## config.mk

```make
export PLATFORM = sky130hd
export DESIGN_NAME = ex_issue
export DESIGN_NICKNAME = d
export VERILOG_FILES = /design/src/rtl/cpu_pkg.sv /design/src/rtl/ex_issue_fwd_mux.sv /design/src/rtl/ex_issue.sv
export SDC_FILE = /design/constraint.sdc
export NUM_CORES = 1
export LEC_CHECK = 0
export ABC_AREA = 0
export CORE_AREA = 10 10 137 139
export CTS_BUF_LIST = sky130_fd_sc_hd__clkbuf_8
export CTS_CLUSTER_DIAMETER = 40
export DETAILED_ROUTE_END_ITERATION = 10
export DIE_AREA = 0 0 147 149
export PLACE_DENSITY = 0.91
export REMOVE_ABC_BUFFERS = 1
export SKIP_LAST_GASP = 1
export SYNTH_ARGS = -nofsm -noshare
export SYNTH_HDL_FRONTEND = slang
export SYNTH_SLANG_ARGS = --single-unit
```

## constraint.sdc

```tcl
create_clock -name clk -period 3.75 [get_ports clk]
set_input_delay 1.125 -clock clk [delete_from_list [all_inputs] [get_ports clk]]
set_output_delay 1.125 -clock clk [all_outputs]
set_load 0.05 [all_outputs]
```

## src/rtl/cpu_pkg.sv

```systemverilog
// Shared decode constants and EX-stage control types for the pipelined MIPS core.
// Opcode/funct values cover the small instruction subset the issue stage understands.
package cpu_pkg;

    localparam logic [3:0] ALU_NOP = 4'b0000;
    localparam logic [3:0] ALU_ADD = 4'b0010;
    localparam logic [3:0] ALU_SUB = 4'b0110;
    localparam logic [3:0] ALU_OR  = 4'b0001;
    localparam logic [3:0] ALU_LUI = 4'b1000;

    localparam logic [5:0] OP_RTYPE = 6'b000000;
    localparam logic [5:0] OP_ORI   = 6'b001101;
    localparam logic [5:0] OP_LUI   = 6'b001111;
    localparam logic [5:0] OP_LW    = 6'b100011;
    localparam logic [5:0] OP_SW    = 6'b101011;
    localparam logic [5:0] OP_BEQ   = 6'b000100;

    localparam logic [5:0] FN_ADDU = 6'b100001;
    localparam logic [5:0] FN_SUBU = 6'b100011;

    typedef struct packed {
        logic valid;
        logic reg_write;
        logic mem_read;
        logic mem_write;
        logic branch;
    } ex_ctrl_t;

    typedef enum logic [1:0] {
        B_ZERO,
        B_RT,
        B_ZEXT,
        B_SEXT
    } b_sel_e;

    function automatic logic [31:0] sign_ext16(input logic [15:0] imm);
        return {{16{imm[15]}}, imm};
    endfunction

endpackage

```

## src/rtl/ex_issue_fwd_mux.sv

```systemverilog
// 32-bit forwarding selector: picks EX, then MEM, then WB, then register-file data.
// Register 0 is hardwired to zero and never forwarded.
module fwd_mux (
    input  logic [4:0]  src,
    input  logic [31:0] rf_data,
    input  logic        ex_en,
    input  logic [4:0]  ex_rd,
    input  logic [31:0] ex_data,
    input  logic        mem_en,
    input  logic [4:0]  mem_rd,
    input  logic [31:0] mem_data,
    input  logic        wb_en,
    input  logic [4:0]  wb_rd,
    input  logic [31:0] wb_data,
    output logic [31:0] data
);

    always_comb begin
        data = rf_data;
        if (src == 5'd0)
            data = 32'd0;
        else if (ex_en && ex_rd == src)
            data = ex_data;
        else if (mem_en && mem_rd == src)
            data = mem_data;
        else if (wb_en && wb_rd == src)
            data = wb_data;
    end

endmodule

```

## src/rtl/ex_issue.sv

```systemverilog
// Execute-stage issue: decodes the ID instruction, forwards operands, detects
// load-use hazards and registers the result into the ID/EX pipeline register.
module ex_issue
    import cpu_pkg::*;
(
    input  logic        clk,
    input  logic        rst,
    input  logic        id_valid,
    input  logic [31:0] id_instr,
    input  logic [31:0] id_rs_data,
    input  logic [31:0] id_rt_data,
    input  logic [31:0] alu_c,
    input  logic        mem_reg_write,
    input  logic [4:0]  mem_rd,
    input  logic [31:0] mem_result,
    input  logic        wb_reg_write,
    input  logic [4:0]  wb_rd,
    input  logic [31:0] wb_result,
    input  logic        stall,
    input  logic        flush,
    output logic        hazard_stall,
    output logic        ex_valid,
    output logic        ex_reg_write,
    output logic        ex_mem_read,
    output logic        ex_mem_write,
    output logic        ex_branch,
    output logic [3:0]  ex_alu_op,
    output logic [31:0] ex_a,
    output logic [31:0] ex_b,
    output logic [4:0]  ex_rd,
    output logic [31:0] ex_store_data
);

    logic [5:0]  opcode;
    logic [5:0]  funct;
    logic [4:0]  rs;
    logic [4:0]  rt;
    logic [4:0]  rd_field;
    logic [15:0] imm;

    assign opcode   = id_instr[31:26];
    assign rs       = id_instr[25:21];
    assign rt       = id_instr[20:16];
    assign rd_field = id_instr[15:11];
    assign funct    = id_instr[5:0];
    assign imm      = id_instr[15:0];

    ex_ctrl_t    ctrl_q;
    logic [3:0]  op_q;
    logic [31:0] a_q;
    logic [31:0] b_q;
    logic [4:0]  rd_q;
    logic [31:0] sd_q;

    ex_ctrl_t    dec_ctrl;
    logic [3:0]  dec_op;
    b_sel_e      dec_b_sel;
    logic [4:0]  dec_rd;
    logic        dec_rt_used;
    logic        dec_known;
    logic        dec_store;

    // Unknown encodings fall through as a valid bubble with no side effects.
    always_comb begin
        dec_ctrl       = '0;
        dec_ctrl.valid = 1'b1;
        dec_op         = ALU_NOP;
        dec_b_sel      = B_ZERO;
        dec_rd         = 5'd0;
        dec_rt_used    = 1'b0;
        dec_known      = 1'b1;
        dec_store      = 1'b0;
        case (opcode)
            OP_RTYPE: begin
                if (funct == FN_ADDU || funct == FN_SUBU) begin
                    dec_op             = (funct == FN_ADDU) ? ALU_ADD : ALU_SUB;
                    dec_b_sel          = B_RT;
                    dec_rd             = rd_field;
                    dec_rt_used        = 1'b1;
                    dec_ctrl.reg_write = 1'b1;
                end else begin
                    dec_known = 1'b0;
                end
            end
            OP_ORI, OP_LUI: begin
                dec_op             = (opcode == OP_ORI) ? ALU_OR : ALU_LUI;
                dec_b_sel          = B_ZEXT;
                dec_rd             = rt;
                dec_ctrl.reg_write = 1'b1;
            end
            OP_LW: begin
                dec_op             = ALU_ADD;
                dec_b_sel          = B_SEXT;
                dec_rd             = rt;
                dec_ctrl.mem_read  = 1'b1;
                dec_ctrl.reg_write = 1'b1;
            end
            OP_SW: begin
                dec_op             = ALU_ADD;
                dec_b_sel          = B_SEXT;
                dec_rt_used        = 1'b1;
                dec_store          = 1'b1;
                dec_ctrl.mem_write = 1'b1;
            end
            OP_BEQ: begin
                dec_op          = ALU_SUB;
                dec_b_sel       = B_RT;
                dec_rt_used     = 1'b1;
                dec_ctrl.branch = 1'b1;
            end
            default: dec_known = 1'b0;
        endcase
    end

    logic        ex_fwd_en;
    logic [31:0] rs_val;
    logic [31:0] rt_val;
    logic [31:0] st_val;

    // A load in EX has no result yet, so it must not forward alu_c.
    assign ex_fwd_en = ctrl_q.valid & ctrl_q.reg_write & ~ctrl_q.mem_read;

    fwd_mux u_fwd_rs (
        .src(rs), .rf_data(id_rs_data),
        .ex_en(ex_fwd_en), .ex_rd(rd_q), .ex_data(alu_c),
        .mem_en(mem_reg_write), .mem_rd(mem_rd), .mem_data(mem_result),
        .wb_en(wb_reg_write), .wb_rd(wb_rd), .wb_data(wb_result),
        .data(rs_val)
    );

    fwd_mux u_fwd_rt (
        .src(rt), .rf_data(id_rt_data),
        .ex_en(ex_fwd_en), .ex_rd(rd_q), .ex_data(alu_c),
        .mem_en(mem_reg_write), .mem_rd(mem_rd), .mem_data(mem_result),
        .wb_en(wb_reg_write), .wb_rd(wb_rd), .wb_data(wb_result),
        .data(rt_val)
    );

    fwd_mux u_fwd_st (
        .src(rt), .rf_data(id_rt_data),
        .ex_en(ex_fwd_en), .ex_rd(rd_q), .ex_data(alu_c),
        .mem_en(mem_reg_write), .mem_rd(mem_rd), .mem_data(mem_result),
        .wb_en(wb_reg_write), .wb_rd(wb_rd), .wb_data(wb_result),
        .data(st_val)
    );

    logic [31:0] b_val;

    always_comb begin
        b_val = 32'd0;
        case (dec_b_sel)
            B_RT:    b_val = rt_val;
            B_ZEXT:  b_val = {16'd0, imm};
            B_SEXT:  b_val = sign_ext16(imm);
            default: b_val = 32'd0;
        endcase
    end

    logic hazard;

    assign hazard = ctrl_q.valid & ctrl_q.mem_read & (rd_q != 5'd0) & id_valid &
                    ((rs == rd_q) | (dec_rt_used & (rt == rd_q)));
    assign hazard_stall = hazard & ~flush & ~rst;

    // Flush beats stall; stall beats the hazard bubble.
    always_ff @(posedge clk) begin
        if (rst || flush) begin
            ctrl_q <= '0;
            op_q   <= ALU_NOP;
            a_q    <= 32'd0;
            b_q    <= 32'd0;
            rd_q   <= 5'd0;
            sd_q   <= 32'd0;
        end else if (stall) begin
            ctrl_q <= ctrl_q;
        end else if (hazard || !id_valid) begin
            ctrl_q <= '0;
            op_q   <= ALU_NOP;
            a_q    <= 32'd0;
            b_q    <= 32'd0;
            rd_q   <= 5'd0;
            sd_q   <= 32'd0;
        end else begin
            ctrl_q <= dec_ctrl;
            op_q   <= dec_op;
            a_q    <= dec_known ? rs_val : 32'd0;
            b_q    <= b_val;
            rd_q   <= dec_rd;
            sd_q   <= dec_store ? st_val : 32'd0;
        end
    end

    assign ex_valid      = ctrl_q.valid;
    assign ex_reg_write  = ctrl_q.reg_write;
    assign ex_mem_read   = ctrl_q.mem_read;
    assign ex_mem_write  = ctrl_q.mem_write;
    assign ex_branch     = ctrl_q.branch;
    assign ex_alu_op     = op_q;
    assign ex_a          = a_q;
    assign ex_b          = b_q;
    assign ex_rd         = rd_q;
    assign ex_store_data = sd_q;

endmodule

```

* Yosys cells after proc, flatten, opt, wreduce, memory -nomap -nowiden
Index checks and enable logic that the tools add are counted.
Word-level totals: input port bits 209, bits in registers 110, word-level logic and storage cells 92
Cells by class: bitwise logic cells 13, equal/unequal tests 18, reduce and logical (&&, ||, !) cells 19, multiplexer cells 32
Operators with widths (count):
- $mux 32 | 13
- $pmux 32 s3 | 1
- $eq 5x5->1 | 8
- $eq 6x6->1 const B | 4
- $pmux 4 s4 | 1
- $mux 5 | 3
- $eq 6x4->1 const B | 2
- $logic_not 5->1 | 2
- $pmux 5 s2 | 1
- $and 1x1->1 | 9
- $mux 4 | 2
- $pmux 2 s4 | 1
- $eq 6x3->1 const B | 1
- $logic_and 1x1->1 | 6
- $logic_not 6->1 | 1
- $mux 3 | 2
- $pmux 1 s2 | 3
- $reduce_or 2->1 | 3
- $mux 1 | 5
- $reduce_bool 5->1 | 1
- $reduce_or 5->1 | 1
- $eq 2x2->1 const B | 2
- $logic_or 1x1->1 | 3
- $not 1->1 | 3
- 4 further kinds | 4

* Depth between registers and ports, before layout
Gate-level depths: netlist of run 1.
depth in word-level cells 9, gate-level depth with buffers 10, gate-level depth less buffers 6

* Cells and area by module
Synthesis of run 1 repeated with hierarchy kept, for this count alone.
Second synthesis, totals: cell total of the unflattened synthesis 1033, area, all modules 8096.5 um^2
Modules (own cells, without submodules):
- ex_issue | area each 4098.9 um^2, instances 1, cells an instance 391, seq. area each 2202.1 um^2
- fwd_mux | area each 1332.5 um^2, instances 3, cells an instance 214, seq. area each 0.0 um^2

* Worst setup path after synthesis of run 1
OpenSTA, ideal clock, no wires.
path kind input -> output, from in id_instr[26], to out hazard_stall, slack 0.005 ns, arrival 2.620 ns, stages on the path 5, path buffers 0, cells stage by stage nor4_2 -> nand2b_1 -> o21bai_1 -> a21oi_1 -> nor2_1
On the way: word-level cells in the longest chain between the ends 8
Ends and longest elaborated chain:
- start, declared | line ex_issue.sv:9 | input logic [31:0] id_instr,
- $eq 6x6->1 or $eq 6x3->1 (tied branches) | line ex_issue.sv:73 | case (opcode)
- $reduce_or 2->1 (no line)
- $pmux 1 s2 (*) | line ex_issue.sv:73
- $and 1x1->1 (*) | line ex_issue.sv:162 | ((rs == rd_q) | (dec_rt_used & (rt == rd_q)));
- $or 1x1->1 (*) | line ex_issue.sv:162
- $and 1x1->1 (*) | line ex_issue.sv:161 | assign hazard = ctrl_q.valid & ctrl_q.mem_read & (rd_q != 5'd0) & id_valid &
- $and 1x1->1 (*) (2 in series) | line ex_issue.sv:163 | assign hazard_stall = hazard & ~flush & ~rst;
- end, declared | line ex_issue.sv:21 | output logic hazard_stall,
Mark *: on every way between the ends. The rest lies on a longest branch, timed or not.

* Worst setup path after layout of run 1
from in id_instr[4], to out hazard_stall
On the way: word-level cells in the longest chain between the ends 9
Ends and longest elaborated chain:
- $eq 6x6->1 | line ex_issue.sv:75 | if (funct == FN_ADDU || funct == FN_SUBU) begin
- $logic_or 1x1->1 (*) | line ex_issue.sv:75
- $mux 1 (*) | line ex_issue.sv:75
- $pmux 1 s2 (*) | line ex_issue.sv:73
- $and 1x1->1 (*) | line ex_issue.sv:162
- $or 1x1->1 (*) | line ex_issue.sv:162
- $and 1x1->1 (*) | line ex_issue.sv:161
- $and 1x1->1 (*) (2 in series) | line ex_issue.sv:163
Marked as above.

==> run_results.csv, run 1 <==
group,metric,value,unit
floorplan,io-pin-count,320,
detailed_routing,routed-via-count,9254,
global_routing,globalRoute.totalOverflow,0,
place,place_congestion,0.962,
pwr,leakagePower,3.83,nW
synthesis,synth.distinct_cells,55,
clock_tree,clock_latency,0.39,ns
sta,min_period_over_period,98.4,%
synthesis,synth-seq-area-share,30.9,%
synthesis,ys.warnings.count,0,
cells_and_area,areaGrowthSynthToFinish,57.0,%
global_routing,largest_net_degree_at_the_start_of_global_routing,65,
synthesis,synth_async_sr_flop_share,0,%
cells_and_area,drive_gt1_share,14.1,%
detailed_routing,drt_first_iter_violations,884,
synthesis,post-synth-top-area-fraction,30.9,%
floorplan,die_width,147,microns
place,hpwl,25100,microns
hold_path,hold_depth,2,
clock_tree,cts.reportedPaths.clkPinSlew,0.10,ns
sta,setup_viol,0,
status,status,"finished clean",
detailed_routing,route.antenna.remaining_nets,0,
worst_setup_path,arrival,2.57,ns
sta,relSlewSlack,44.8,%
hold_path,min-delay-start,"ex_store_data[16]$_SDFFE_PP0N_",
pwr,total_power,0.00257,W
floorplan,core,16200,sq um
global_routing,grt_pass1_wl,53200,microns
worst_setup_path,criticalPathCategory,"primary input to output port",
sta,hold_viol,0,
sta,timing.clock.skew,0.0177,ns
global_routing,antenna_found_initial,1,
floorplan,die_height,149,microns
pwr,p_per_area,229,nW/um^2
place,dp_worst_setup_slack,-0.366,ns
clock_tree,tritoncts,"built",
clock_tree,cts_max_path_buffers,2,
worst_setup_path,critical_path.max_fanout,2,
synthesis,synth_largest_area_cell,"dfxtp_1",
worst_setup_path,rr_worst_depth,7,
worst_setup_path,worst_setup_start_kind,"primary input",
cells_and_area,num-nets-final,1440,
worst_setup_path,setup.worst_path.end_class,"output port",
detailed_routing,route.detailed.wl_per_inst,23.9,microns
sta,finalWorstPathRequiredPeriod,3.69,ns
synthesis,gate_count_after_technology_mapping,913,
sta,setup_slack,0.0596,ns
worst_setup_path,r2r-start,"ex_rd[0]$_SDFFE_PP0N_",
synthesis,register_bit_count_reported_by_yosys,110,
pwr,vdd_ir_drop_max,157,uV
detailed_routing,drt_pre_antenna_iters,5,
cells_and_area,seqCellArea,2200,sq um
synthesis,number_of_flops_mapped_to_enable_cells_by_yosys,0,
detailed_routing,drt_drc_violations_left,0,
sta,setup_total_negative_slack,0,ns
global_routing,grt_pass1_vias,9298,
clock_tree,ctsRootBufferMaster,"clkbuf_8",
floorplan,die-area,21900,sq um
sta,clock.fmax,271,MHz
floorplan,floorplan.initialDensity,44.1,%
synthesis,leading_register_cell_type_out_of_synthesis,"dfxtp_1",
sta,drv_slew,0,
place,dp_cells,1438,
cells_and_area,multi_input_area,4550,sq um
synthesis,post_synth_instance_area,7130,sq um
place,io_buffer_count,319,
worst_setup_path,worstSetupStartpoint,"id_instr[4]",
place,detailed_place.area,11000,sq um
flow_run,max-cap-violations,0,
global_routing,grtUsageTotal,30.3,%
cells_and_area,n_antenna_cell,0,
clock_tree,cts_made_buffers,9,
clock_tree,cts_max_level,3,
cells_and_area,finalNonFillerCells,1456,
cells_and_area,stdcell_area,11200,sq um
synthesis,post_synthesis_mean_instance_area,7.81,sq um
synthesis,post_synth_main_area_contributors,"dfxtp_1, nand2_1, o31ai_2",
synthesis,post-synth-top-count-cell,"nand2_1",
detailed_routing,finalWirelength,34800,microns
hold_path,min_path_type,"flop to flop",
clock_tree,numClockSinks,110,
synthesis,synthTopCellsByCount,"nand2_1, dfxtp_1, nand3_1, nor3_1, clkbuf_1",
sta,slew_at_the_pin_closest_to_its_max_slew_limit,0.828,ns
detailed_routing,route.detailed.vias_per_inst,6.36,
worst_setup_path,cp.required,2.62,ns
cells_and_area,num-fill-cells,1284,
floorplan,rows,47,
==> path summary, 6_finish.rpt <==
path	slack (ns)	to
max reg2reg	1.12	ex_b[22]$_SDFFE_PP0N_
max	0.06	hazard_stall
min reg2reg	0.45	ex_store_data[16]$_SDFFE_PP0N_
min	0.45	ex_store_data[16]$_SDFFE_PP0N_
==> report_power, final <==
part | leakage, nW | total (W) | internal, W | switching, W
logic | 2.85 | 0.000680 | 0.000334 | 0.000346
registers | 0.886 | 0.00117 | 0.00117 | 0.00000181
clock network | 0.0930 | 0.000716 | 0.000265 | 0.000451
total | 3.83 | 0.00257 | 0.00177 | 0.000799
==> routing by layer <==
metal  part of all wire (%)  vias to the layer above  track usage, %
li1                       -                     4078               -
met1                     36                     4295            35.8
met2                     46                      735            49.1
met3                     12                      144            8.46
met4                    5.3                        2            16.2
met5                  0.052                        -               0
==> through the flow <==
stage          utilization [%]  hold slack, ns
6_report                  69.2           0.454
5_1_grt                   69.2           0.465
4_1_cts                   69.1           0.454
3_5_place_dp              67.7           0.438
3_3_place_gp              67.7           0.433
2_1_floorplan                -           0.669
==> cells in the final DEF, fill, tap and decap left out, drive strengths merged, types with 3 or more instances in the layout <==
cell	netlist	layout
o221ai	3	3
o31ai	34	34
or4	4	4
a31oi	23	23
nor2	22	22
dlygate4sd2	0	4
a22oi	19	19
o2bb2a	3	3
xnor2	26	26
o311ai	7	7
xor2	4	4
or3	3	3
and2	4	4
mux2i	22	22
clkbuf	68	10
a221oi	16	16
nand4	3	3
a311oi	35	35
nor3	73	73
nand3	72	72
nand3b	6	6
inv	14	16
o211ai	20	20
nand2	112	112
a21oi	58	58
dfxtp	110	110
o21ai	106	106
buf	22	79
clkinv	0	3
nor2b	3	3
clkdlybuf4s50	0	311
nor4	4	4
==> critical path, stage by stage <==
cell	delay, ns
clkdlybuf4s15_2	0.21
nor4b_4	0.40
buf_4	0.19
a21oi_2	0.06
o21bai_2	0.18
a21oi_2	0.09
nor2_2	0.15
buf_12	0.15
==> cell type report <==
| type | count | share of cell area, % |
|---|---|---|
| clock buffer | 10 | 1.23 |
| inverter | 14 | 0.469 |
| tap | 220 | 2.46 |
| sequential | 110 | 19.7 |
| clock inverter | 6 | 0.391 |
| multi-input combinational | 699 | 40.6 |
| timing repair buffer | 397 | 35.2 |
==> timing repair <==
action | CTS | global route
pin swaps | 5 | 2
gates resized for setup | 14 | 6
hold buffers | 0 | 0
endpoints found under the setup margin | 1 | 1
cloned | 0 | 0
setup buffers | 2 | 0
==> flip-flops by register name, indices dropped and copies added (netlist names) <==
| name | count |
|---|---|
| ex_rd | 5 |
| ex_branch | 1 |
| ex_store_data | 32 |
| ex_b | 32 |
| ex_mem_read | 1 |
| ex_a | 32 |
| ex_mem_write | 1 |
| ex_alu_op | 4 |
| ex_valid | 1 |
| ex_reg_write | 1 |
==> kinds of logic after synthesis <==
family | Yosys count | synth area share (%)
multiplexers | 22 | 3.09
flip-flops | 110 | 30.9
AND/OR/NAND/NOR | 313 | 21.6
XOR/XNOR | 30 | 3.68
buffers and inverters | 104 | 6.37
AO/OA/AOI/OAI | 334 | 34.4
Note: power is estimated with default switching activity, not from simulation.
==> run 2: changes to the inputs <==
--- a/config.mk
+++ b/config.mk
@@ -17,3 +17,4 @@
 export SYNTH_ARGS = -nofsm -noshare
 export SYNTH_HDL_FRONTEND = slang
 export SYNTH_SLANG_ARGS = --single-unit
+export TNS_END_PERCENT = 20
==> results of run 2 <==
Final layout, timing and power as in run 1 (identical DEF).
==> run 3: changes to the inputs <==
--- a/config.mk
+++ b/config.mk
@@ -6,12 +6,12 @@
 export NUM_CORES = 1
 export LEC_CHECK = 0
 export ABC_AREA = 0
-export CORE_AREA = 10 10 137 139
+export CORE_AREA = 10 10 154 156
 export CTS_BUF_LIST = sky130_fd_sc_hd__clkbuf_8
 export CTS_CLUSTER_DIAMETER = 40
 export DETAILED_ROUTE_END_ITERATION = 10
-export DIE_AREA = 0 0 147 149
-export PLACE_DENSITY = 0.91
+export DIE_AREA = 0 0 164 166
+export PLACE_DENSITY = 0.75
 export REMOVE_ABC_BUFFERS = 1
 export SKIP_LAST_GASP = 1
 export SYNTH_ARGS = -nofsm -noshare
==> run 3 against run 2 <==
- fmax up 0.43%
- critical endpoint unchanged
- sequential share of layout area down 0.092 points
- critical path type unchanged
- hold slack worse by 0.0045 ns
==> run_results.csv, run 3 (same netlist as run 1, synthesis figures left out) <==
group,metric,value,unit
worst_setup_path,critical_path.n_buffers_inverters,3,
worst_setup_path,timing.critical_path.slowest_stage_cell,"clkdlybuf4s50_1",
detailed_routing,route.detailed.vias_per_inst,5.93,
sta,timing.clock.skew,0.0121,ns
sta,drv_slew,0,
worst_setup_path,arrival,2.55,ns
worst_setup_path,reg2reg_setup_slack,1.14,ns
sta,grt_setup_unrepaired,"false",
status,status,"finished clean",
worst_setup_path,criticalPathCategory,"primary input to output port",
pwr,total_power,0.00259,W
pwr,cellInternalPower,0.00178,W
global_routing,antenna_found_initial,2,
sta,finalWorstPathRequiredPeriod,3.67,ns
pwr,net_sw_share,31.2,%
clock_tree,clock_latency,0.38,ns
cells_and_area,final_cell_mix,"clkdlybuf4s50_1, nand2_1, dfxtp_1",
detailed_routing,route.antenna.remaining_nets,0,
worst_setup_path,cp.required,2.62,ns
pwr,switchingPower,0.000806,W
clock_tree,tritoncts,"built",
detailed_routing,route.detailed.wl_per_inst,23.6,microns
clock_tree,post_cts.repair.setup_buffers,0,
global_routing,largest_net_degree_at_the_start_of_global_routing,65,
place,hpwl,25800,microns
sta,slew_at_the_pin_closest_to_its_max_slew_limit,0.938,ns
worst_setup_path,cp_slowest_stage_delay,0.53,ns
sta,relSlewSlack,37.5,%
flow_run,max-cap-violations,0,
cells_and_area,areaGrowthSynthToFinish,57.7,%
pwr,power_share_of_the_clock_group,28.4,%
global_routing,grt_pass1_vias,8942,
clock_tree,cts_made_buffers,9,
clock_tree,cts_max_path_buffers,2,
floorplan,io-pin-count,320,
floorplan,rows,53,
detailed_routing,drt_drc_violations_left,0,
worst_setup_path,worst_setup_start_kind,"primary input",
floorplan,die_height,166,microns
floorplan,die-area,27200,sq um
place,place_congestion,0.949,
global_routing,globalRoute.totalOverflow,0,
cells_and_area,drive_gt1_share,13.8,%
floorplan,floorplan.initialDensity,34.5,%
worst_setup_path,setup.worst_path.end_class,"output port",
clock_tree,cts_max_level,3,
worst_setup_path,crit_family,"buffers and inverters",
detailed_routing,finalWirelength,35600,microns
sta,min_period_over_period,98.0,%
pwr,p_per_area,230,nW/um^2
pwr,combPwrFrac,26.3,%
pwr,leakagePower,3.80,nW
cells_and_area,multi_input_area,4540,sq um
sta,clock.fmax,272,MHz
worst_setup_path,timing.critical_path.cells,"clkdlybuf4s50_1 > buf_4 > nand3b_1 > nor2_1 > o21bai_2 > a21oi_2 > nor2_2 > buf_12",
floorplan,die_width,164,microns
global_routing,grtUsageTotal,24.8,%
clock_tree,ctsRootBufferMaster,"clkbuf_8",
clock_tree,cts.reportedPaths.clkPinSlew,0.11,ns
sta,hold_viol,0,
cells_and_area,num-nets-final,1436,
cells_and_area,commonest_non_fill_non_tap_cell_in_the_layout,"clkdlybuf4s50_1",
detailed_routing,drt_pre_antenna_iters,7,
cells_and_area,utilization,54.4,%
cells_and_area,num-fill-cells,1962,
sta,setup_viol,0,
pwr,sequentialPowerShare,45.3,%
place,io_buffer_count,319,
pwr,vdd_ir_drop_max,171,uV
clock_tree,numClockSinks,110,
detailed_routing,routed-via-count,8953,
hold_path,min_path_type,"flop to flop",
detailed_routing,drt_first_iter_violations,877,
floorplan,core,20700,sq um
worst_setup_path,critical_path.max_fanout,2,
global_routing,grt_pass1_wl,53200,microns
cells_and_area,seqCellArea,2200,sq um
-- run 3: stage by stage --
step	cell area [sq um]	hold slack, ns	std cells	TNS, ns	worst slack [ns]
finish	11200	0.450	1509	0	0.0755
CTS	11200	0.453	1507	0	0.00390
global placement	11000	0.434	1491	-1.39	-0.280
floorplan	6730	0.669	823	-3.27	-0.148
global route	11200	0.472	1509	0	0.0107
detailed placement	11000	0.437	1491	-1.76	-0.304
-- run 3: final timing paths --
kind | start | end | depth (start not counted)
setup / recovery | id_instr[29] | hazard_stall | 8
hold / removal | ex_store_data[22]$_SDFFE_PP0N_ | ex_store_data[22]$_SDFFE_PP0N_ | 2
setup reg to reg | ex_rd[0]$_SDFFE_PP0N_ | ex_b[27]$_SDFFE_PP0N_ | 7
hold reg to reg | ex_store_data[22]$_SDFFE_PP0N_ | ex_store_data[22]$_SDFFE_PP0N_ | 2
-- run 3: metal layers --
metal	GRT usage, %	part of all wire, %	vias up
met2	39.9	46	615
met3	6.87	11	101
met5	0	0	-
li1	-	-	4074
met1	30.0	39	4163
met4	10.9	3.8	0
-- run 3: what timing repair did --
action,in CTS,in global routing
resized for setup,11,4
hold buffers,0,0
endpoints found under the setup margin,1,1
pin swaps,5,1
gates cloned,0,0
-- run 3: area by class of cell --
type | count | share of cell area (%)
sequential | 110 | 19.6
tap | 275 | 3.06
timing repair buffer | 393 | 34.8
clock buffer | 11 | 1.35
clock inverter | 5 | 0.311
multi-input combinational | 699 | 40.4
inverter | 14 | 0.467
antenna | 2 | 0.0445
-- run 3: worst register-to-register path: cells and delay by family (launching register included) --
| family | cells | cell delay (ns) |
|---|---|---|
| xor gates and xnor gates | 1 | 0.17 |
| AOI/OAI and AO/OA | 2 | 0.35 |
| DFF | 1 | 0.53 |
| buffers and inverters | 1 | 0.18 |
| and+or+nand+nor | 3 | 1.31 |
-- run 3: power groups by stage --
stage	combinational [W]	sequential [W]	clock, W
CTS	0.000668	0.00117	0.000749
detailed placement	0.000666	0.00120	0
global placement	0.000662	0.00120	0
global route	0.000720	0.00117	0.000790
finish	0.000680	0.00117	0.000734
floorplan	0.000225	0.00121	0
